==> src/rtl/systolic_array_ctrl.sv <==
// rtl/systolic_array_ctrl.sv - weight-stationary NxN systolic array tile sequencer
// Optional feature: SA_WEIGHT_REUSE_EN lets a tile skip the weight load and keep the PE weights.
module systolic_array_ctrl #(
   parameter int N     = 8,
   parameter int M_MAX = 256,
   parameter int AW_W  = $clog2(N),
   parameter int AW_A  = $clog2(M_MAX)
) (
   input  logic            clk,
   input  logic            rst_n,
   input  logic            start,
   input  logic [AW_A:0]   cfg_num_vecs,
   input  logic            cfg_reuse_wt,
   output logic            wt_rd_en,
   output logic [AW_W-1:0] wt_rd_addr,
   output logic            act_rd_en,
   output logic [AW_A-1:0] act_rd_addr,
   output logic [N-1:0]    row_wt_en,
   output logic [N-1:0]    row_valid,
   output logic [N-1:0]    col_out_valid,
   output logic            busy,
   output logic            done,
   output logic            cfg_err
);

   typedef enum logic [1:0] {IDLE, LOAD_W, STREAM, DRAIN} state_t;

   localparam logic [AW_W:0]   K_LAST = (AW_W+1)'(N);
   localparam logic [AW_W:0]   ONE_W  = (AW_W+1)'(1);
   localparam logic [AW_A:0]   ONE_M  = (AW_A+1)'(1);
   localparam logic [AW_A-1:0] ONE_A  = AW_A'(1);
   localparam logic [N-1:0]    ONE_N  = N'(1);

   state_t          state;
   logic [AW_W:0]   wcnt;
   logic [AW_W:0]   wnext;
   logic [AW_A-1:0] m_last;
   logic [AW_A:0]   m_dec;
   logic            base_vld;
   logic [2*N-1:1]  dly;
   logic            cfg_ok;
   logic            reuse;

`ifdef SA_WEIGHT_REUSE_EN
   assign reuse = cfg_reuse_wt;
`else
   assign reuse = 1'b0 & cfg_reuse_wt;
`endif

   assign cfg_ok = (cfg_num_vecs != '0) && (32'(cfg_num_vecs) <= 32'(M_MAX));
   assign m_dec  = cfg_num_vecs - ONE_M;
   assign wnext  = wcnt + ONE_W;

   // dly[d] is base_vld delayed d cycles; rows tap the front, columns the back
   assign row_valid     = {dly[N-1:1], base_vld};
   assign col_out_valid = dly[2*N-1:N];

   always_ff @(posedge clk) begin
      if (!rst_n) begin
         state       <= IDLE;
         wcnt        <= '0;
         m_last      <= '0;
         base_vld    <= 1'b0;
         dly         <= '0;
         wt_rd_en    <= 1'b0;
         wt_rd_addr  <= '0;
         act_rd_en   <= 1'b0;
         act_rd_addr <= '0;
         row_wt_en   <= '0;
         busy        <= 1'b0;
         done        <= 1'b0;
         cfg_err     <= 1'b0;
      end else begin
         base_vld <= act_rd_en;
         dly      <= {dly[2*N-2:1], base_vld};
         done     <= 1'b0;
         cfg_err  <= 1'b0;
         case (state)
            IDLE: begin
               if (start) begin
                  if (!cfg_ok) begin
                     cfg_err <= 1'b1;
                  end else begin
                     m_last <= m_dec[AW_A-1:0];
                     busy   <= 1'b1;
                     if (reuse) begin
                        state       <= STREAM;
                        act_rd_en   <= 1'b1;
                        act_rd_addr <= '0;
                     end else begin
                        state      <= LOAD_W;
                        wcnt       <= '0;
                        wt_rd_en   <= 1'b1;
                        wt_rd_addr <= '0;
                     end
                  end
               end
            end
            LOAD_W: begin
               if (wcnt == K_LAST) begin
                  row_wt_en   <= '0;
                  state       <= STREAM;
                  act_rd_en   <= 1'b1;
                  act_rd_addr <= '0;
               end else begin
                  // row enable trails the read strobe by one cycle to meet the returned data
                  wcnt       <= wnext;
                  row_wt_en  <= ONE_N << wcnt;
                  wt_rd_en   <= (wnext != K_LAST);
                  wt_rd_addr <= (wnext != K_LAST) ? wnext[AW_W-1:0] : '0;
               end
            end
            STREAM: begin
               if (act_rd_addr == m_last) begin
                  act_rd_en   <= 1'b0;
                  act_rd_addr <= '0;
                  state       <= DRAIN;
               end else begin
                  act_rd_addr <= act_rd_addr + ONE_A;
               end
            end
            DRAIN: begin
               // act_rd_en is already low here, so next cycle the pipes are empty
               if (!base_vld && (dly[2*N-2:1] == '0)) begin
                  done  <= 1'b1;
                  busy  <= 1'b0;
                  state <= IDLE;
               end
            end
            default: state <= IDLE;
         endcase
      end
   end

endmodule
==> config.mk <==
export PLATFORM = sky130hd
export DESIGN_NAME = systolic_array_ctrl
export DESIGN_NICKNAME = d
export VERILOG_FILES = /design/src/rtl/systolic_array_ctrl.sv
export SDC_FILE = /design/constraint.sdc
export NUM_CORES = 1
export LEC_CHECK = 0
export BUFFER_PORTS_ARGS = -buffer_cell sky130_fd_sc_hd__buf_2
export CAP_MARGIN = 10
export CORE_ASPECT_RATIO = 1.2
export CORE_UTILIZATION = 43
export CTS_CLUSTER_DIAMETER = 40
export DETAILED_ROUTE_END_ITERATION = 8
export PLACE_DENSITY = 0.65
export RECOVER_POWER = 25
export SLEW_MARGIN = 40
export SYNTH_ARGS = -nofsm -noshare
export SYNTH_HDL_FRONTEND = slang
export SYNTH_SLANG_ARGS = --single-unit
==> constraint.sdc <==
create_clock -name clk -period 3.45 [get_ports clk]
set_input_delay 0 -clock clk [delete_from_list [all_inputs] [get_ports clk]]
set_output_delay 0 -clock clk [all_outputs]
set_load 0.005 [all_outputs]
==> results.ini, run 1 <==
[run_status]
result_of_the_run=complete, but fails checks
failed_checks=DRC, capacitance limit, slew limit

[power_and_ir_drop]
totalPowerFinal_mw=1.416
irDropWorstVdd_mv=0.3188
power_leakage_nw=1.271
power-per-cell-area_mw_per_mm2=506.0

[route]
detailedRoute.firstPassIterationCount=6
totalWireLength_um=4653
route.vias.total=1893
detail_route.vias_per_cell=5.144
number_of_remaining_drc_errors=8
drt_iter0_drc=78
drt.antenna.violating_nets=0
routed_wire_per_std_cell_um=12.64

[clocking]
cts_made_buffers=5
cts.sinks=53
cts.repair.resized=0
cts-root-to-sink-buffers=2
root_buffer=clkbuf_8
htreeDepth=2
clock_tree_from_tritoncts=yes
cts.reportedPaths.clkPinSlew_ns=0.09
clock_latency_late_sink_ns=0.30

[sta]
grt_setup_unrepaired=false
worst_clock_skew_ns=0.005419
setup_viol=0
setup_slack_ns=1.241
final.min_clock_period_ns=2.209
timing_worst_slew_pin_value_ns=1.662
hold_slack_ns=0.01969
final_hold_viols=0
timing.slew.headroom_pct=-10.82
timing.setup.tns_ns=0
timing.fmax_mhz=452.8
finalMaxSlewViolations=48
final.period_utilization_pct=64.02

[yosys]
synth-compound-area-share_pct=12.29
ys_seq_elements=53
synthesis.yosys.warnings=0
synthesis.instances=261
synthesis.area_per_instance_um2=9.362
synth.area.mux_share_pct=1.639
synth.yosys.seq_area_share_pct=43.42
synthArstFlopShare_pct=0
netlist_area_pre_place_mm2=0.002444
post_synth_xor_area_fraction_pct=7.527
synth_area_leader_cell=dfxtp_1
post-synth-top-area-fraction_pct=43.42
predominant_post_synthesis_flop_cell=dfxtp_1
synth-edff-count=0
post_synth_num_cell_types=42
synthSimpleGateAreaFrac_pct=24.22
synth_area_leaders=dfxtp_1 43%, ha_1 6.1%, xnor2_1 5.4%
main_combinational_cell_family_by_area_after_synthesis=simple AND/OR/NAND/NOR gates
synth_fa_ha_area_share_pct=6.144
synthesis.nets=286

[cells_and_area]
syn2layout_area_growth_pct=14.54
final_layout_size_suffix_gt1_share_pct=20.92
nets=330
antenna-diode-count=0

[job]
cap_viol_max_count=1

[global_routing]
antenna_found_initial=0
pin_count_of_the_biggest_net_entering_global_routing=48
wire_length_of_the_first_global_routing_pass_um=7721
grt_pass1_vias=1745
grtUsageTotal_pct=16.16
grt.overflow.total=0

[placement]
port_buffers=51
gp_congestion=0.7313
worst_setup_slack_post_dpl_ns=1.219
place.detailed.hpwl_um=3355

[floorplan]
fp.coreArea_mm2=0.005370
initial_core_util_pct=45.50
floorplan.rows=29
floorplan.die.width_um=70.82
number_of_placed_i_o_pins=53
die_height_um=84.58
overall_die_area_mm2=0.005990

[critical_path]
worst-path-buf-inv=1
critical_path.slowest_cell=ha_1
worstPathMaxFanout=20
criticalPathCategory=flip-flop to flip-flop
critical-path-top-delay-family=adder cells
required_time_of_the_critical_path_ns=3.65
crit_path_cell_trace=inv_1 > ha_1 > nand4b_1 > o21ai_1 > nand4_1 > xnor2_1 > nor2_1
worstSetupEndpointType=flip-flop
cp_data_arrival_time_ns=2.41
timing.critical_path.slowest_cell_delay_ns=0.53
setup.worst_path.start_class=flip-flop

[hold_path]
hp-class=input port to flip-flop

## final cells by class
cell class	instances	area (um2)
fill	558	2571
multi-input combinational	183	1272
sequential	53	1061
timing repair buffer	52	262.8
tap	62	77.57
clock buffer	6	72.57
inverter	10	37.54
clock inverter	2	15.01
## flip-flops by register name, indices dropped and copies added, names as in the netlist
name         flops
wcnt             3
cfg_err          1
m_last           8
done             1
dly             15
busy             1
wt_rd_en         1
act_rd_en        1
wt_rd_addr       3
row_wt_en        8
act_rd_addr      8
state            2
base_vld         1
## stage by stage
step	area, um2	std cells	util, %
2_1_floorplan	2444	261	-
3_3_place_gp	2698	359	50.23
3_5_place_dp	2698	359	50.23
4_1_cts	2795	368	52.05
5_1_grt	2799	368	52.12
6_report	2799	368	52.12
## cell families after synthesis
logic type / after synthesis
AO/OA/AOI/OAI: 38
XOR/XNOR: 21
adder cells (fa/ha/maj): 12
buffers and inverters: 25
flip-flops: 53
multiplexers: 4
AND/OR/NAND/NOR: 108
## Yosys cell counts, drive strengths merged, types with 2 or more instances
master	count
a21boi	11
a21oi	2
a31oi	2
and2	18
and3	4
buf	7
clkbuf	8
dfxtp	53
ha	12
inv	10
mux2i	4
nand2	20
nand2b	6
nand3	7
nand4	10
nor2	16
nor2b	9
nor3	4
nor4	5
o211a	9
o21a	3
o21ai	6
or2	2
or3	2
xnor2	15
xor2	6
## routing by layer
metal	wire length [um]	part of all wire, %	GRT usage (%)	vias to the layer above
li1	-	-	-	970
met1	2080	45	17.98	879
met2	2356	51	29.90	38
met3	167	3.6	3.721	6
met4	49	1.1	5.455	0
met5	0	0	0	-
## worst reg2reg max path: cells and delay by family (launching register included)
family                     cells  cell delay (ns)
adders and majority gates      1             0.53
DFF                            1             0.35
buffers and inverters          1             0.08
and+or+nand+nor                3             0.50
AOI/OAI and AO/OA              1             0.44
xor gates and xnor gates       1             0.21
## cells in the final DEF, fill, tap and decap left out, types with 9 or more instances in the layout
master,instances
dfxtp_1,53
buf_2,49
nand2_1,20
nor2_1,16
xnor2_1,15
ha_1,12
and2_1,11
inv_1,10
a21boi_0,10
nand4_1,10
nor2b_1,9
o211a_1,9
## worst paths after layout
path / start / endpoint / slack, ns / depth (start not counted)
worst min-delay path: cfg_num_vecs[0] / m_last[0] / 0.02 / 3
worst min register to register: wt_rd_addr[1] / wt_rd_addr[1] / 0.46 / 2
worst max register to register: state[1] / act_rd_addr[6] / 1.24 / 7
worst max-delay path: state[1] / act_rd_addr[6] / 1.24 / 7
## timing repair
| action | 4_1_cts | 5_1_grt |
|---|---|---|
| hold buffers | 1 | 0 |
| buffers inserted | 0 | 0 |
| hold endpoints to repair | 1 | 0 |
## power breakdown
part           internal (mW)  switching (mW)  total (mW)  leakage (nW)
combinational          0.165           0.201       0.366         0.804
sequential             0.663          0.0435       0.706         0.429
clock                  0.143           0.200       0.344        0.0374
total                  0.971           0.445        1.42          1.27
Power figures use the tool's default switching activity.
==> run 2: changes to the inputs <==
clock period = 2.1 ns   (was 3.45 ns; I/O delays follow)
==> results.ini, run 2 (same netlist as run 1, synthesis figures left out) <==
[cells_and_area]
fillCellCount=555
largest_register_ff_count=15
leading_cell_type_in_the_layout_fill_and_taps_excluded=dfxtp_1
registers.top_by_ff_count=dly
post-route-util_pct=53.24
final_layout_size_suffix_gt1_share_pct=23.17
nets=339
syn2layout_area_growth_pct=17.00
multi_input_comb_area_mm2=0.001266
final_cell_count_no_fill=377
layout.cells.most_common_list=53 x dfxtp_1, 49 x buf_2, 20 x nand2_1
area.sequential_mm2=0.001061
antenna-diode-count=0

[power_and_ir_drop]
p_int_mw=1.624
pwr-share-comb_pct=27.3
irDropWorstVdd_mv=0.5113
power.switching_mw=0.7477
seqPwrFrac_pct=48.4
power_leakage_nw=1.319
clkPwrFrac_pct=24.4
power-per-cell-area_mw_per_mm2=829.5
sw_share_pct=31.53

[clocking]
htreeDepth=2
clock_tree_from_tritoncts=yes
clock_latency_late_sink_ns=0.30
root_buffer=clkbuf_8
cts-root-to-sink-buffers=2
cts.sinks=53
post_cts_buffers=0
cts.reportedPaths.clkPinSlew_ns=0.10
cts.repair.resized=0
cts_made_buffers=5

[critical_path]
worstPathMaxFanout=10
reg2reg_from=state[1]
required_time_of_the_critical_path_ns=2.31
setup.worst_path.start_class=flip-flop
regToRegSetupSlack_ns=0.26
ff2ff_path_depth=6
setup.worst_path.end=act_rd_addr[6]
cp_data_arrival_time_ns=2.05
reg2reg_to=act_rd_addr[6]
worstSetupEndpointType=flip-flop
critical_path.startpoint=state[1]
criticalPathCategory=flip-flop to flip-flop

[global_routing]
grt.overflow.total=0
pin_count_of_the_biggest_net_entering_global_routing=32
wire_length_of_the_first_global_routing_pass_um=8259
grtUsageTotal_pct=17.23
antenna_found_initial=0
grt_pass1_vias=1826

[sta]
hold_slack_ns=0.01301
final_hold_viols=0
grt_setup_unrepaired=false
timing.fmax_mhz=543.6
setup_viol=0
timing_worst_slew_pin_value_ns=1.188
timing.setup.tns_ns=0
worst_clock_skew_ns=0.007918
final.min_clock_period_ns=1.839
finalMaxSlewViolations=0
timing.slew.headroom_pct=20.80
final.period_utilization_pct=87.59

[route]
totalWireLength_um=4795
drt_iter0_drc=74
number_of_remaining_drc_errors=0
route.vias.total=1917
drt.antenna.violating_nets=0
routed_wire_per_std_cell_um=12.72
detail_route.vias_per_cell=5.085
detailedRoute.firstPassIterationCount=6

[floorplan]
initial_core_util_pct=45.50
overall_die_area_mm2=0.005990
floorplan.die.width_um=70.82
die_height_um=84.58
floorplan.rows=29
fp.coreArea_mm2=0.005370
number_of_placed_i_o_pins=53

[placement]
place.detailed.hpwl_um=3479
placedCellCount=368
port_buffers=51
gp_congestion=0.7635

[run_status]
result_of_the_run=finished clean

[job]
cap_viol_max_count=0

[hold_path]
hp-class=input port to flip-flop

run 2: changes by cell type in the layout (fill, tap and decap cells not counted):
cell	change
and2_1	-2
nor3_2	+1
inv_6	+1
clkinvlp_4	-1
buf_4	+8
and2_0	+2
clkinv_2	+1
nor3_4	-1
run 2: how the worst min path moves through the flow:
stage / startpoint / endpoint / slack (ns) / cells past startpoint
after global routing: cfg_num_vecs[0] / m_last[0] / 0.04 / 3
final: cfg_num_vecs[0] / m_last[0] / 0.01 / 3
after CTS: cfg_num_vecs[0] / m_last[0] / 0.004 / 3
after detailed placement: start / cfg_err / 0.30 / 2
after floorplan: start / cfg_err / 0.15 / 1
after global placement: start / cfg_err / 0.30 / 2
run 2: metrics by stage:
step	setup WS, ns	instance area (um2)	power [mW]
final	0.2606	2859	2.371
after detailed placement	0.06521	2765	1.820
after floorplan	0.2160	2444	1.673
after global placement	0.08259	2765	1.809
after global routing	0.05522	2859	2.528
after CTS	0.2629	2865	2.408
run 2: layout make-up:
class	count	area share (%)
inverter	10	1.313
clock buffer	5	2.407
multi-input combinational	183	44.29
tap	62	2.713
sequential	53	37.11
timing repair buffer	61	11.42
clock inverter	3	0.7440
run 2: timing repair:
action / 4_1_cts / 5_1_grt
hold buffers: 1 / 0
hold endpoints to repair: 1 / 0
setup endpoints to repair: 0 / 0
run 2: routing by layer:
layer | routed length (um) | vias to the layer above | global-route usage, %
met5 | 0 | - | 0
met4 | 70 | 0 | 6.364
met3 | 158 | 7 | 4.202
met2 | 2406 | 40 | 30.33
met1 | 2160 | 876 | 20.10
li1 | - | 994 | -
run 2: power by group through the flow:
stage | logic, mW | registers, mW | clock network, mW
5_1_grt | 0.732 | 1.16 | 0.638
2_1_floorplan | 0.500 | 1.17 | 0
6_report | 0.647 | 1.15 | 0.577
3_5_place_dp | 0.649 | 1.17 | 0
4_1_cts | 0.652 | 1.15 | 0.607
3_3_place_gp | 0.640 | 1.17 | 0
run 2: worst max-delay path, cell delays in order (launching register included):
cell	delay, ns
dfxtp_1	0.39
inv_1	0.08
ha_1	0.22
o21ai_1	0.61
nand4_1	0.20
xnor2_1	0.18
nor2_1	0.05
==> run 3: changes to the inputs <==
ABC_AREA = 1   (was default)
==> results.ini, run 3 <==
[clocking]
clock_tree_from_tritoncts=yes
cts_made_buffers=5
post_cts_buffers=0
cts.reportedPaths.clkPinSlew_ns=0.10
clock_latency_late_sink_ns=0.31
root_buffer=clkbuf_8
cts.sinks=53
cts-root-to-sink-buffers=2
htreeDepth=2

[yosys]
predominant_post_synthesis_flop_cell=dfxtp_1
synth-edff-count=0
post_synth_num_cell_types=29
post-synth-top-area-fraction_pct=41.81
synthesis.area_per_instance_um2=7.398
ys_seq_elements=53
synth_common_cells=84 x nand2_1, 53 x dfxtp_1, 45 x inv_1
synth_area_leaders=dfxtp_1 42%, nand2_1 12%, inv_1 6.7%
synth_area_leader_cell=dfxtp_1
netlist_area_pre_place_mm2=0.002537
synthesis.instances=343
synth.most_common_cell=nand2_1
synthesis.nets=368
synthesis.yosys.warnings=0
synthArstFlopShare_pct=0
synth.yosys.seq_area_share_pct=41.81

[sta]
grt_setup_unrepaired=false
worst_clock_skew_ns=0.006076
timing.fmax_mhz=558.4
final.min_clock_period_ns=1.791
timing.setup.tns_ns=0
setup_viol=0
finalMaxSlewViolations=0
final.period_utilization_pct=85.27
timing.slew.headroom_pct=57.18
timing_worst_slew_pin_value_ns=0.6415
final_hold_viols=0

[power_and_ir_drop]
sw_share_pct=35.38
seqPwrFrac_pct=42.8
p_int_mw=1.763
pwr-share-comb_pct=31.4
power_leakage_nw=1.485
power.switching_mw=0.9649
totalPowerFinal_mw=2.728
power-per-cell-area_mw_per_mm2=911.7
clkPwrFrac_pct=25.8
irDropWorstVdd_mv=0.4442

[hold_path]
hold-path-endpoint=m_last[4]
hold-path-cell-count=3
hold_path.startpoint=cfg_num_vecs[4]
hp-class=input port to flip-flop

[floorplan]
floorplan.rows=30
floorplan.die.width_um=72.13
overall_die_area_mm2=0.006214
initial_core_util_pct=44.77
number_of_placed_i_o_pins=53
fp.coreArea_mm2=0.005668
die_height_um=86.15

[critical_path]
required_time_of_the_critical_path_ns=2.27
ff2ff_path_depth=9
crit_path_cell_trace=dlygate4sd3_1 > buf_2 > inv_1 > ha_1 > nand2_1 > o21ai_2 > nand3_2 > nand2_2 > nand2_1 > nand2_1 > a21oi_1
worstPathMaxFanout=11
reg2reg_from=state[1]
worst-path-buf-inv=3
worstSetupEndpointType=flip-flop
setup.worst_path.start_class=input port
timing.critical_path.slowest_cell_delay_ns=0.53
critical_path.slowest_cell=dlygate4sd3_1
reg2reg_to=wcnt[2]
cp_data_arrival_time_ns=1.96
critical-path-top-delay-family=buffers and inverters
worst_path_most_repeated_cell=nand2_1
regToRegSetupSlack_ns=0.32
criticalPathCategory=input port to flip-flop

[route]
detailedRoute.firstPassIterationCount=4
routed_wire_per_std_cell_um=10.55
route.vias.total=2157
detail_route.vias_per_cell=4.513
drt.antenna.violating_nets=0
number_of_remaining_drc_errors=0
totalWireLength_um=5042
drt_iter0_drc=97

[cells_and_area]
nets=422
final_layout_size_suffix_gt1_share_pct=19.60
layout.cells.most_common_list=84 x nand2_1, 53 x dfxtp_1, 49 x buf_2
registers.top_by_ff_count=dly
syn2layout_area_growth_pct=17.90
fillCellCount=572
antenna-diode-count=0
finish.instance_area_mm2=0.002992
leading_cell_type_in_the_layout_fill_and_taps_excluded=nand2_1
largest_register_ff_count=15

[global_routing]
wire_length_of_the_first_global_routing_pass_um=8273
pin_count_of_the_biggest_net_entering_global_routing=29
antenna_found_initial=0
grt.overflow.total=0
grt_pass1_vias=1919
grtUsageTotal_pct=16.92

[placement]
place.detailed.hpwl_um=3705
place_area_mm2=0.002849
port_buffers=51
gp_congestion=0.8010

[job]
cap_viol_max_count=0

[run_status]
result_of_the_run=finished clean

## run 3: cell count changes in the layout (fill, tap and decap cells not counted), sizes merged, moves of 6 or more
| cell | previous run | this run |
|---|---|---|
| xnor2 | 15 | 9 |
| a21oi | 2 | 34 |
| nand2 | 20 | 87 |
| nand3 | 7 | 20 |
| nand2b | 6 | 0 |
| inv | 11 | 46 |
| nor2 | 16 | 40 |
| nand4 | 10 | 4 |
| a21boi | 11 | 0 |
| o211a | 9 | 0 |
| and2 | 18 | 0 |
| nor2b | 9 | 0 |
## run 3: worst max-delay path by stage
stage / from / end / slack, ns / cells past startpoint
after floorplan: wt_rd_addr[0] / wt_rd_addr[1] / 0.51 / 10
after global placement: wcnt[1] / wt_rd_en / 0.35 / 10
after detailed placement: wcnt[1] / wt_rd_en / 0.33 / 10
after CTS: state[1] / wcnt[2] / 0.31 / 9
after global routing: wcnt[1] / wt_rd_addr[0] / 0.09 / 10
final: cfg_num_vecs[0] / wcnt[2] / 0.31 / 11
## run 3: final cells by class
cell class / instances / area [um2] / area share, %
Clock buffer: 5 / 68.82 / 2.300
Clock inverter: 3 / 46.29 / 1.547
Inverter: 46 / 172.7 / 5.772
Multi-Input combinational cell: 231 / 1215 / 40.61
Sequential cell: 53 / 1061 / 35.47
Tap cell: 80 / 100.1 / 3.346
Timing Repair Buffer: 60 / 327.8 / 10.96
## run 3: cell families after synthesis
group / share of synthesized area (%)
compound gates: 9.912
flops: 41.81
fa+ha+maj: 5.917
simple gates: 26.53
buf+inv: 10.30
xor+xnor: 5.523
## run 3: tightest hold or removal path, stage by stage
cell and delay [ns]:
buf_2 0.11, xnor2_1 0.12, a21oi_1 0.06
## run 3: repair_timing
action / CTS / global route
hold buffers: 3 / 0
resized for setup: 0 / 0
endpoints found under the hold margin: 2 / 0
## run 3: power groups by stage
stage                     Sequential, mW  Clock, mW  Combinational, mW
after floorplan                     1.19          0              0.676
after global placement              1.19          0              0.844
final                               1.17      0.703              0.857
after CTS                           1.17      0.729              0.869
after detailed placement            1.19          0              0.857
after global routing                1.19      0.770              0.979
## run 3: stage by stage
step	hold WS, ns	setup slack, ns	util, %	instances
after floorplan	0.08946	0.5099	-	343
after global placement	0.1926	0.3527	50.26	467
after detailed placement	0.1940	0.3339	50.26	467
after CTS	0.006044	0.3132	52.83	478
after global routing	0.02914	0.08797	52.78	478
final	0.02313	0.3092	52.78	478
## run 3: per-layer routing
metal	part of all wire, %	track usage [%]
met2	49	30.42
met1	46	19.51
met4	1.5	5.882
met3	3.4	3.643
met5	0	0
